[src/rtl/axi4_lite_slave_regs_pkg.sv]
// Shared AXI4-Lite definitions: bus widths, response codes
// and the FSM state types used by the register slave.
package axi4_lite_Defs;

  localparam int ADDR_WIDTH = 32;
  localparam int DATA_WIDTH = 32;
  localparam int NUM_REGS   = 16;

  localparam logic [1:0] RESP_OKAY   = 2'b00;
  localparam logic [1:0] RESP_SLVERR = 2'b10;

  typedef enum logic {
    W_IDLE,
    W_RESP
  } wr_state_t;

  typedef enum logic {
    R_IDLE,
    R_DATA
  } rd_state_t;

endpackage

[src/rtl/axi4_lite_regfile.sv]
// Register file with a byte-enabled write port and one
// combinational read port; synchronous reset to zero.
module axi4_lite_regfile #(
  parameter int Data_Width = 32,
  parameter int Num_Regs   = 16,
  parameter int Idx_W      = $clog2(Num_Regs),
  parameter int Strb_W     = Data_Width / 8
) (
  input  logic                  clk,
  input  logic                  rst,
  input  logic                  we,
  input  logic [Idx_W-1:0]      widx,
  input  logic [Strb_W-1:0]     wstrb,
  input  logic [Data_Width-1:0] wdata,
  input  logic [Idx_W-1:0]      ridx,
  output logic [Data_Width-1:0] rdata
);

  logic [Num_Regs-1:0][Data_Width-1:0] regs;

  always_ff @(posedge clk) begin
    if (rst) begin
      regs <= '0;
    end else if (we) begin
      for (int b = 0; b < Strb_W; b++) begin
        if (wstrb[b]) begin
          regs[widx][b*8 +: 8] <= wdata[b*8 +: 8];
        end
      end
    end
  end

  assign rdata = regs[ridx];

endmodule

[src/rtl/axi4_lite_slave_regs.sv]
// AXI4-Lite slave terminating independent write and read
// channels into a small register file.
module axi4_lite_slave_regs
  import axi4_lite_Defs::*;
#(
  parameter int Addr_Width = ADDR_WIDTH,
  parameter int Data_Width = DATA_WIDTH,
  parameter int Num_Regs   = NUM_REGS
) (
  input  logic                    ACLK,
  input  logic                    ARESET,
  input  logic [Addr_Width-1:0]   AWADDR,
  input  logic                    AWVALID,
  output logic                    AWREADY,
  input  logic [Data_Width-1:0]   WDATA,
  input  logic [Data_Width/8-1:0] WSTRB,
  input  logic                    WVALID,
  output logic                    WREADY,
  output logic [1:0]              BRESP,
  output logic                    BVALID,
  input  logic                    BREADY,
  input  logic [Addr_Width-1:0]   ARADDR,
  input  logic                    ARVALID,
  output logic                    ARREADY,
  output logic [Data_Width-1:0]   RDATA,
  output logic [1:0]              RRESP,
  output logic                    RVALID,
  input  logic                    RREADY
);

  localparam int Idx_W  = $clog2(Num_Regs);
  localparam int Strb_W = Data_Width / 8;

  wr_state_t w_state;
  rd_state_t r_state;

  logic                  aw_held;
  logic                  w_held;
  logic [Addr_Width-1:0] aw_addr_q;
  logic [Data_Width-1:0] w_data_q;
  logic [Strb_W-1:0]     w_strb_q;

  logic                  aw_fire;
  logic                  w_fire;
  logic                  wr_go;
  logic                  wr_in;
  logic                  rd_in;
  logic [Addr_Width-1:0] aw_eff;
  logic [Data_Width-1:0] w_eff;
  logic [Strb_W-1:0]     s_eff;
  logic [Data_Width-1:0] rf_rdata;

  assign AWREADY = (w_state == W_IDLE) && !aw_held;
  assign WREADY  = (w_state == W_IDLE) && !w_held;
  assign ARREADY = (r_state == R_IDLE);

  assign aw_fire = AWVALID && AWREADY;
  assign w_fire  = WVALID && WREADY;
  assign wr_go   = (aw_held || aw_fire) && (w_held || w_fire);

  assign aw_eff = aw_held ? aw_addr_q : AWADDR;
  assign w_eff  = w_held ? w_data_q : WDATA;
  assign s_eff  = w_held ? w_strb_q : WSTRB;

  // Any address bit above the register index field is a decode error.
  assign wr_in = (aw_eff >> (Idx_W + 2)) == '0;
  assign rd_in = (ARADDR >> (Idx_W + 2)) == '0;

  axi4_lite_regfile #(
    .Data_Width(Data_Width),
    .Num_Regs  (Num_Regs)
  ) u_regfile (
    .clk  (ACLK),
    .rst  (ARESET),
    .we   (wr_go && wr_in),
    .widx (Idx_W'(aw_eff >> 2)),
    .wstrb(s_eff),
    .wdata(w_eff),
    .ridx (Idx_W'(ARADDR >> 2)),
    .rdata(rf_rdata)
  );

  always_ff @(posedge ACLK) begin
    if (ARESET) begin
      w_state   <= W_IDLE;
      aw_held   <= 1'b0;
      w_held    <= 1'b0;
      aw_addr_q <= '0;
      w_data_q  <= '0;
      w_strb_q  <= '0;
      BVALID    <= 1'b0;
      BRESP     <= RESP_OKAY;
    end else begin
      unique case (w_state)
        W_IDLE: begin
          if (aw_fire) begin
            aw_held   <= 1'b1;
            aw_addr_q <= AWADDR;
          end
          if (w_fire) begin
            w_held   <= 1'b1;
            w_data_q <= WDATA;
            w_strb_q <= WSTRB;
          end
          if (wr_go) begin
            aw_held <= 1'b0;
            w_held  <= 1'b0;
            BVALID  <= 1'b1;
            BRESP   <= wr_in ? RESP_OKAY : RESP_SLVERR;
            w_state <= W_RESP;
          end
        end
        W_RESP: begin
          if (BREADY) begin
            BVALID  <= 1'b0;
            w_state <= W_IDLE;
          end
        end
        default: w_state <= W_IDLE;
      endcase
    end
  end

  // Read data is sampled before this edge's write lands: old value wins.
  always_ff @(posedge ACLK) begin
    if (ARESET) begin
      r_state <= R_IDLE;
      RVALID  <= 1'b0;
      RDATA   <= '0;
      RRESP   <= RESP_OKAY;
    end else begin
      unique case (r_state)
        R_IDLE: begin
          if (ARVALID) begin
            RDATA   <= rd_in ? rf_rdata : '0;
            RRESP   <= rd_in ? RESP_OKAY : RESP_SLVERR;
            RVALID  <= 1'b1;
            r_state <= R_DATA;
          end
        end
        R_DATA: begin
          if (RREADY) begin
            RVALID  <= 1'b0;
            r_state <= R_IDLE;
          end
        end
        default: r_state <= R_IDLE;
      endcase
    end
  end

endmodule

[config.mk]
export PLATFORM = sky130hd
export DESIGN_NAME = axi4_lite_slave_regs
export DESIGN_NICKNAME = d
export VERILOG_FILES = /design/src/rtl/axi4_lite_slave_regs_pkg.sv /design/src/rtl/axi4_lite_regfile.sv /design/src/rtl/axi4_lite_slave_regs.sv
export SDC_FILE = /design/constraint.sdc
export NUM_CORES = 1
export LEC_CHECK = 0
export CAP_MARGIN = 30
export CORE_ASPECT_RATIO = 0.7
export CORE_MARGIN = 2
export CORE_UTILIZATION = 30
export CTS_BUF_LIST = sky130_fd_sc_hd__clkbuf_4 sky130_fd_sc_hd__clkbuf_8
export DETAILED_ROUTE_END_ITERATION = 7
export SYNTH_ARGS = -nofsm -noshare
export SYNTH_HDL_FRONTEND = slang
export SYNTH_SLANG_ARGS = --single-unit
[constraint.sdc]
create_clock -name ACLK -period 7.55 [get_ports ACLK]
set_clock_uncertainty 0.15 [all_clocks]
set_input_delay 2.265 -clock ACLK [delete_from_list [all_inputs] [get_ports ACLK]]
set_output_delay 2.265 -clock ACLK [all_outputs]
set_load 0.01 [all_outputs]
==> results.ini, run 1 <==
[synthesis]
synth_compound_gate_area_share=0.08517
synth_top_family_by_area=multiplexers
synth_mux_area_frac=0.3237
synth-edff-count=0
ys.flop_type=dfxtp_1
yosysWarnings=0
synth_most_common_cell=nand2_1
ys_top_cells_by_area=dfxtp_1, mux2i_1, mux4_2
syn_area_per_cell_um2=11.07
ys_seq_area_frac=0.4412
synthTopCellsByCount=nand2_1, dfxtp_1, mux2i_1
synth_top_cell_area_share=0.4412
synth-seq-cells=618
synthAdderAreaFrac=0
synth-simple-area-share=0.1125
yosys.area.top_type=dfxtp_1
ys_types=49
async_flop_share=0
synth_xor_area_frac=0
synth_area_um2=28040
netlist_instances=2534

[worst_hold_path]
hp-class=register to register

[layout]
register_area_um2=12370
drive_above_1_share=0.1812
nFillCells=9142
nets=2708
multi_input_area_um2=14660
syn2layout_area_growth_pct=15.58
final_cells=3912
layout.core_utilization=0.3512

[die]
die_y_um=259.8
core_area_um2=92270
dieArea_um2=95980
ios=148
initial_core_util=0.3039
rows=93
fp.dieW_um=369.4

[power]
ir_worst_vdd_mv=0.1083
finalPower_uw=6762
p_per_area_nw_per_um2=208.6
power_leakage_uw=0.01396

[worst_setup_path]
crit_chain=buf_4, nor2_1, clkdlybuf4s50_1
cp-start-kind=register
end_kind=output pin
cp.arrival_ps=2340
critPathTopFamily=buffers and inverters
cp_slowest_cell=buf_4
worst-path-buf-inv=2
cpPeakStageDelay_ps=590
crit_type=register to output pin
path_max_fanout=40
required_ps=5140

[cts]
path_clk_slew_ps=60
cts_buffers=92
cts_resized=0
root_buffer=clkbuf_8
clk_latency_ps=700
htreeDepth=3
cts_buffer_depth=3
cts.sinks=618
cts_tree=yes
post_cts_buffers=0
holdBufCountCts=0

[drt]
via_per_inst=4.847
dr.pass1.iters=5
wl_per_cell_um=18.54
route.vias.total=18963
wl_mm=72.53
drcViolationCount=0
drt_iter0_drc=1149
antenna_left=0

[sta]
worst_slack_ps=2797
worstMarginPinSlew_ps=951.5
slew_headroom=0.3657
fin_crit_sh=0.6295
hold_viol=0
setup_viol=0
period_needed_ps=4753
tns_ps=0
clock.fmax_mhz=210.4
drv_slew=0
rsz0062_at_grt=false

[global_routing]
grt_first_pass_wirelength_mm=112.8
gr-total-overflow=0
antenna_found_initial=1
grt_start_max_net_pins=126
grt_usage=0.1496
grt_pass1_vias=19007

[run]
maxCapViolCount=0

[outcome]
status=finished, final reports clean

[placement]
dp_hpwl_mm=44.37
pre_cts_ws_ps=2166
portBuffers=141
place_congestion=0.7320
dp_cells=3741

## metal layers
layer	track usage	vias to the layer above	part of all wire
met3	0.02402	108	0.034
li1	-	9160	-
met1	0.2088	9397	0.49
met4	0.04626	0	0.023
met5	0	-	0
met2	0.2365	298	0.46
## cells in the final DEF, fill, tap and decap left out, drive strengths merged, types with 2 or more instances in the layout
cell / Yosys / layout
clkdlybuf4s50: 0 / 137
nor4: 16 / 16
o21ai: 3 / 3
clkinv: 0 / 13
nor4b: 3 / 3
and3b: 2 / 2
a21oi: 69 / 69
o2111a: 4 / 4
a32oi: 2 / 2
and2: 2 / 2
a221o: 31 / 31
inv: 6 / 7
and2b: 2 / 2
o22ai: 3 / 3
clkbuf: 140 / 151
o2111ai: 60 / 60
clkinvlp: 0 / 4
mux2i: 548 / 548
nor3b: 2 / 2
nor2: 68 / 68
mux2: 63 / 63
nor2b: 3 / 3
nand4: 3 / 3
nand2: 681 / 681
nand3: 2 / 2
dfxtp: 618 / 618
buf: 57 / 32
nor3: 3 / 3
mux4: 128 / 128
conb: 1 / 2
a31oi: 7 / 7
## registers in the layout, indices dropped and copies added, names as in the netlist
signal          count
u_regfile.regs    512
RDATA              32
w_data_q           32
aw_addr_q          30
w_strb_q            4
BRESP               1
BVALID              1
RRESP               1
RVALID              1
aw_held             1
r_state             1
w_held              1
w_state             1
## tightest hold or removal path, stage by stage (launching register included)
cell	delay (ps)
dfxtp_1	310
nand2_1	50
mux2i_1	50
## final timing paths
kind / from / endpoint / slack [ps] / cells after the start
worst min-delay path: u_regfile.regs[500]$_SDFFE_PP0P_ / u_regfile.regs[500]$_SDFFE_PP0P_ / 300 / 2
worst max-delay path: w_held$_SDFFE_PP0P_ / WREADY / 2800 / 3
worst min register to register: u_regfile.regs[500]$_SDFFE_PP0P_ / u_regfile.regs[500]$_SDFFE_PP0P_ / 300 / 2
worst max register to register: aw_held$_SDFFE_PP0P_ / u_regfile.regs[504]$_SDFFE_PP0P_ / 4030 / 6
## metrics by stage
stage               instance area, um2  hold WS, ps
floorplan                        28050        281.6
global placement                 30270        287.7
detailed placement               30360        293.4
CTS                              32390        304.3
global route                     32410        317.6
finish                           32410        301.4
## logic make-up (layout without fill, tap and decap cells)
group | count (synthesis) | in the layout
AO/OA/AOI/OAI | 183 | 183
buffers and inverters | 203 | 344
flip-flops | 618 | 618
multiplexers | 739 | 739
other | 1 | 3
AND/OR/NAND/NOR | 790 | 790
## report_power, final
part | internal (uW) | switching (uW)
Sequential | 3290 | 21.7
Combinational | 168 | 326
Clock | 1610 | 1350
Total | 5070 | 1690
## final cells by class
class | count | share of cell area
Multi-Input combinational cell | 1714 | 0.4523
Sequential cell | 618 | 0.3818
Clock buffer | 151 | 0.05930
Timing Repair Buffer | 169 | 0.05478
Tap cell | 1235 | 0.04768
Clock inverter | 18 | 0.003204
Inverter | 6 | 0.0009265
Antenna cell | 1 | 0.00007721
No activity file was read; power rests on OpenSTA's default activity.
==> run 2, diff against run 1 <==
Clock period 7.55 ns to 4.5 ns, I/O delays scaled along.
==> run 2 against run 1 <==
  * Clock power increased by 66%
  * Register-to-register slack worse by 2900 ps
  * Hold slack gained 0.98 ps
  * Non-clock buffer count is 37 higher
  * Cell count rose by 0.84%
  * Utilization increased by 0.29 points
  * Die area stayed put
  * Global-route usage up 0.25 points
  * Combinational power increased by 71%
  * Largest cell class unchanged
  * Critical endpoint is now AWREADY
  * Cell area increased by 0.82%
==> results.ini, run 2 (synthesized netlist as in run 1, its figures left out) <==
[cts]
root_buffer=clkbuf_8
holdBufCountCts=0  ; unchanged
htreeDepth=3  ; unchanged
path_clk_slew_ps=70  ; about the same
cts_buffer_depth=3  ; unchanged
cts_tree=yes
clk_latency_ps=710  ; about the same
post_cts_buffers=0  ; unchanged
cts_buffers=91  ; -1.1%
cts_resized=0  ; unchanged
cts.sinks=618  ; unchanged

[global_routing]
antenna_found_initial=3  ; +2
grt_usage=0.1521  ; +0.002473
grt_start_max_net_pins=79  ; -37%
grt_first_pass_wirelength_mm=114.9  ; +1.8%
grt_pass1_vias=19225  ; +1.1%
gr-total-overflow=0  ; unchanged

[power]
ir_worst_vdd_mv=0.2119  ; +96%
p_int_uw=8491  ; +67%
p_clk_frac=0.434  ; -0.003
power_leakage_uw=0.01413  ; +1.2%
switching_power_uw=2843  ; +68%
swShare=0.2508  ; +0.0004463
p_comb_frac=0.075  ; +0.002
p_per_area_nw_per_um2=346.8  ; +66%
p_seq_frac=0.491  ; about the same

[outcome]
status=finished, final reports clean

[worst_setup_path]
cpPeakStageDelay_ps=880  ; +290 ps
cp.arrival_ps=2290  ; -50 ps
end_kind=output pin
cp-start-kind=register
path_max_fanout=24  ; -40%
crit_type=register to output pin
cp_slowest_cell=dfxtp_1
required_ps=3000  ; -2140 ps
crit_chain=nor2_1, clkdlybuf4s50_1

[layout]
largestRegisters=u_regfile.regs (512), RDATA (32), w_data_q (32)
largest_reg_flops=512  ; unchanged
syn2layout_area_growth_pct=16.52
mostFrequentLayoutCells=nand2_1, dfxtp_1, mux2i_1
regMostFlops=u_regfile.regs
drive_above_1_share=0.1912  ; +0.009974
mostFrequentLayoutCell=nand2_1
nets=2744  ; +1.3%
nFillCells=9064  ; -0.85%

[drt]
dr.pass1.iters=5  ; unchanged
wl_per_cell_um=18.54  ; about the same
route.vias.total=19076  ; +0.60%
drt_iter0_drc=1119  ; -2.6%
via_per_inst=4.835  ; -0.25%
antenna_left=0  ; unchanged
drcViolationCount=0  ; unchanged
wl_mm=73.16  ; +0.86%

[placement]
dp_hpwl_mm=46.57  ; +4.9%
place_congestion=0.7575  ; +3.5%
pre_cts_ws_ps=289.6  ; -1876 ps
portBuffers=141  ; unchanged

[sta]
period_needed_ps=3793
worstMarginPinSlew_ps=884.6  ; -66.85 ps
hold_viol=0  ; unchanged
setup_viol=0  ; unchanged
drv_slew=0  ; unchanged
rsz0062_at_grt=false
slew_headroom=0.4102  ; +0.04457
worst_slack_ps=707.2  ; -2090 ps
tns_ps=0  ; unchanged
fin_crit_sh=0.8429
clock.fmax_mhz=263.7

[die]
initial_core_util=0.3039  ; unchanged
ios=148  ; unchanged
fp.dieW_um=369.4  ; unchanged
core_area_um2=92270  ; unchanged
rows=93  ; unchanged
dieArea_um2=95980  ; unchanged
die_y_um=259.8  ; unchanged

[run]
maxCapViolCount=0  ; unchanged

[worst_hold_path]
hp-class=register to register

[run 2: cell count changes in the layout (fill, tap and decap cells not counted)]
cell        before  now
buf_4           17   53
clkbuf_4        25   34
clkbuf_8       126  117
clkinv_2        13    8
buf_16           0    2
buf_8            3    1
buf_12          11   12
bufinv_16        0    1
clkinvlp_4       4    3
inv_6            1    2
[run 2: per-stage QoR]
| stage | hold WS (ps) | area, um2 | util | instances | power (uW) |
|---|---|---|---|---|---|
| after floorplan | 281.6 | 28050 | - | 2535 | 6230 |
| after global placement | 287.8 | 30640 | 0.3321 | 3777 | 6519 |
| after detailed placement | 293.9 | 30700 | 0.3327 | 3779 | 6539 |
| after CTS | 303.0 | 32670 | 0.3541 | 3944 | 11440 |
| after global routing | 320.8 | 32680 | 0.3541 | 3945 | 11770 |
| final | 302.4 | 32680 | 0.3541 | 3945 | 11330 |
[run 2: path summary, 6_finish.rpt]
kind / start / end / slack, ps / depth (start not counted)
worst max-delay path: aw_held$_SDFFE_PP0P_ / AWREADY / 710 / 2
worst min-delay path: w_data_q[18]$_SDFFE_PP0P_ / w_data_q[18]$_SDFFE_PP0P_ / 300 / 2
worst max register to register: aw_held$_SDFFE_PP0P_ / u_regfile.regs[2]$_SDFFE_PP0P_ / 1170 / 6
worst min register to register: w_data_q[18]$_SDFFE_PP0P_ / w_data_q[18]$_SDFFE_PP0P_ / 300 / 2
[run 2: area by class of cell]
| class | instances | area (um2) | share of cell area |
|---|---|---|---|
| antenna | 1 | 2.502 | 0.00007658 |
| timing repair buffer | 206 | 2091 | 0.06398 |
| multi-input combinational | 1714 | 14660 | 0.4486 |
| tap | 1235 | 1545 | 0.04729 |
| clock buffer | 151 | 1866 | 0.05709 |
| sequential | 618 | 12370 | 0.3787 |
| inverter | 6 | 30.03 | 0.0009190 |
| clock inverter | 14 | 110.1 | 0.003370 |
[run 2: metal layers]
| layer | share of wire | wire length (um) | up-vias | GRT usage |
|---|---|---|---|---|
| met4 | 0.017 | 1249 | 4 | 0.03832 |
| met1 | 0.49 | 36150 | 9465 | 0.2146 |
| li1 | - | - | 9247 | - |
| met3 | 0.034 | 2504 | 90 | 0.02490 |
| met2 | 0.45 | 33230 | 270 | 0.2412 |
| met5 | 0.00029 | 21 | - | 0 |
[run 2: critical path: cells and delay by family (launching register included)]
family / cells / cell delay (ps)
and+or+nand+nor: 1 / 180
buffers and inverters: 1 / 530
DFF: 1 / 880
[run 2: power by group through the flow]
stage / registers [uW] / clock network [uW] / logic (uW)
floorplan: 5670 / 0 / 562
global placement: 5680 / 0 / 836
detailed placement: 5690 / 0 / 854
CTS: 5560 / 5030 / 856
global route: 5570 / 5290 / 913
finish: 5560 / 4920 / 846
==> run 3, diff against run 2 <==
Clock period 4.5 ns to 3.1 ns, I/O delays scaled along.
==> run 3 against run 2 <==
  * Setup slack worse by 590 ps
  * Sequential power up 45%
  * First-iteration DRC count down 3.3%
  * Routed wire length up 2.2%
  * Global-route usage up 0.27 points
  * Cell count up 3.0%
  * Clock-buffer cell count down 7
  * Sequential cell count unchanged
  * Total power up 47%
==> results.ini, run 3 (synthesized netlist as in run 1, its figures left out) <==
[cts]
htreeDepth=3  ; unchanged
cts_buffer_depth=3  ; unchanged
cts_tree=yes
path_clk_slew_ps=70  ; about the same
cts_buffers=91  ; unchanged
cts.sinks=618  ; unchanged
holdBufCountCts=0  ; unchanged
clk_latency_ps=710  ; about the same
root_buffer=clkbuf_8

[worst_setup_path]
required_ps=2020  ; -980 ps
end_kind=output pin
cp-start-kind=register
path_max_fanout=9  ; -63%
crit_type=register to output pin
cp.arrival_ps=1910  ; -380 ps

[die]
initial_core_util=0.3039  ; unchanged
dieArea_um2=95980  ; unchanged
fp.dieW_um=369.4  ; unchanged
rows=93  ; unchanged
ios=148  ; unchanged
die_y_um=259.8  ; unchanged
core_area_um2=92270  ; unchanged

[sta]
worstMarginPinSlew_ps=822.3  ; -62.36 ps
slew_headroom=0.4499  ; +0.03970
holdWs_ps=302.1  ; -0.2990 ps
period_needed_ps=2985
worst_slack_ps=114.7  ; -592.4 ps
fin_crit_sh=0.9630
clock.fmax_mhz=335.0
drv_slew=0  ; unchanged
hold_viol=0  ; unchanged
setup_viol=0  ; unchanged
rsz0062_at_grt=false

[layout]
nets=2858  ; +4.2%
mostFrequentLayoutCell=nand2_1
largest_reg_flops=512  ; unchanged
regMostFlops=u_regfile.regs
final_cell_area_um2=34580  ; +5.8%
syn2layout_area_growth_pct=23.29
final_cells=4064  ; +3.0%
mostFrequentLayoutCells=nand2_1, dfxtp_1, mux2i_1
nFillCells=8942  ; -1.3%
drive_above_1_share=0.2256  ; +0.03439
largestRegisters=u_regfile.regs (512), RDATA (32), w_data_q (32)

[power]
p_per_area_nw_per_um2=481.6  ; +39%
power_leakage_uw=0.01512  ; +7.1%
finalPower_uw=16650  ; +47%
ir_worst_vdd_mv=0.2925  ; +38%

[placement]
pre_cts_ws_ps=-330.9  ; -620.6 ps
portBuffers=141  ; unchanged
place_congestion=0.7452  ; -1.6%
dp_cells=3893  ; +3.0%
place_area_um2=32540  ; +6.0%
dp_hpwl_mm=48.72  ; +4.6%

[drt]
wl_per_cell_um=18.40  ; -0.77%
route.vias.total=19509  ; +2.3%
via_per_inst=4.800  ; -0.72%
wl_mm=74.79  ; +2.2%
drt_iter0_drc=1082  ; -3.3%
drcViolationCount=0  ; unchanged
dr.pass1.iters=5  ; unchanged
antenna_left=0  ; unchanged

[global_routing]
gr-total-overflow=0  ; unchanged
grt_first_pass_wirelength_mm=116.4  ; +1.4%
grt_usage=0.1548  ; +0.002706
antenna_found_initial=1  ; -2
grt_pass1_vias=19458  ; +1.2%
grt_start_max_net_pins=84  ; +6.3%

[worst_hold_path]
hp-class=register to register

[outcome]
status=finished, final reports clean

[run]
maxCapViolCount=0  ; unchanged

## run 3: changes by cell type in the layout (fill, tap and decap cells not counted), sizes merged
cell,delta
buf,+114
inv,+4
clkbuf,-7
clkinvlp,-2
clkinv,+8
clkdlybuf4s50,-1
dlygate4sd2,+1
bufinv,+2
## run 3: power by group
| group | total, uW | internal (uW) | switching, uW |
|---|---|---|---|
| registers | 8060 | 8010 | 47.3 |
| clock network | 7280 | 3970 | 3310 |
| logic | 1310 | 490 | 824 |
## run 3: final timing paths
kind                                   from                          endpoint  slack (ps)  depth (start not counted)
setup reg to reg       aw_held$_SDFFE_PP0P_  u_regfile.regs[501]$_SDFFE_PP0P_         430                          7
hold reg to reg   w_data_q[26]$_SDFFE_PP0P_         w_data_q[26]$_SDFFE_PP0P_         300                          2
setup / recovery         w_state$_SDFF_PP0_                            WREADY         110                          2
hold / removal    w_data_q[26]$_SDFFE_PP0P_         w_data_q[26]$_SDFFE_PP0P_         300                          2
## run 3: stage by stage
step                utilization  setup TNS, ps
floorplan                     -              0
global placement         0.3526        -138710
detailed placement       0.3526        -130720
CTS                      0.3747              0
global route             0.3747              0
finish                   0.3747              0
## run 3: cell type report
type,count,area (um2),share of cell area
clock inverter,26,237.7,0.006876
antenna,1,2.502,0.00007237
tap,1235,1545,0.04469
clock buffer,144,1794,0.05189
sequential,618,12370,0.3579
inverter,6,30.03,0.0008685
multi-input combinational,1714,14660,0.4240
timing repair buffer,320,3931,0.1137
## run 3: critical path: stages, from the launching register on
cell and delay [ps]:
dfxtp_1 390, nor2_1 220, clkdlybuf4s50_1 600
## run 3: layer usage
layer	GRT usage	part of all wire	vias up
li1	-	-	9454
met1	0.2220	0.49	9670
met2	0.2421	0.46	302
met3	0.02470	0.035	83
met4	0.03787	0.016	0
met5	0	0	-
## run 3: timing repair
item,in CTS,in global routing
resized for setup,2,0
setup endpoints to repair,1,0
buffers inserted,0,0
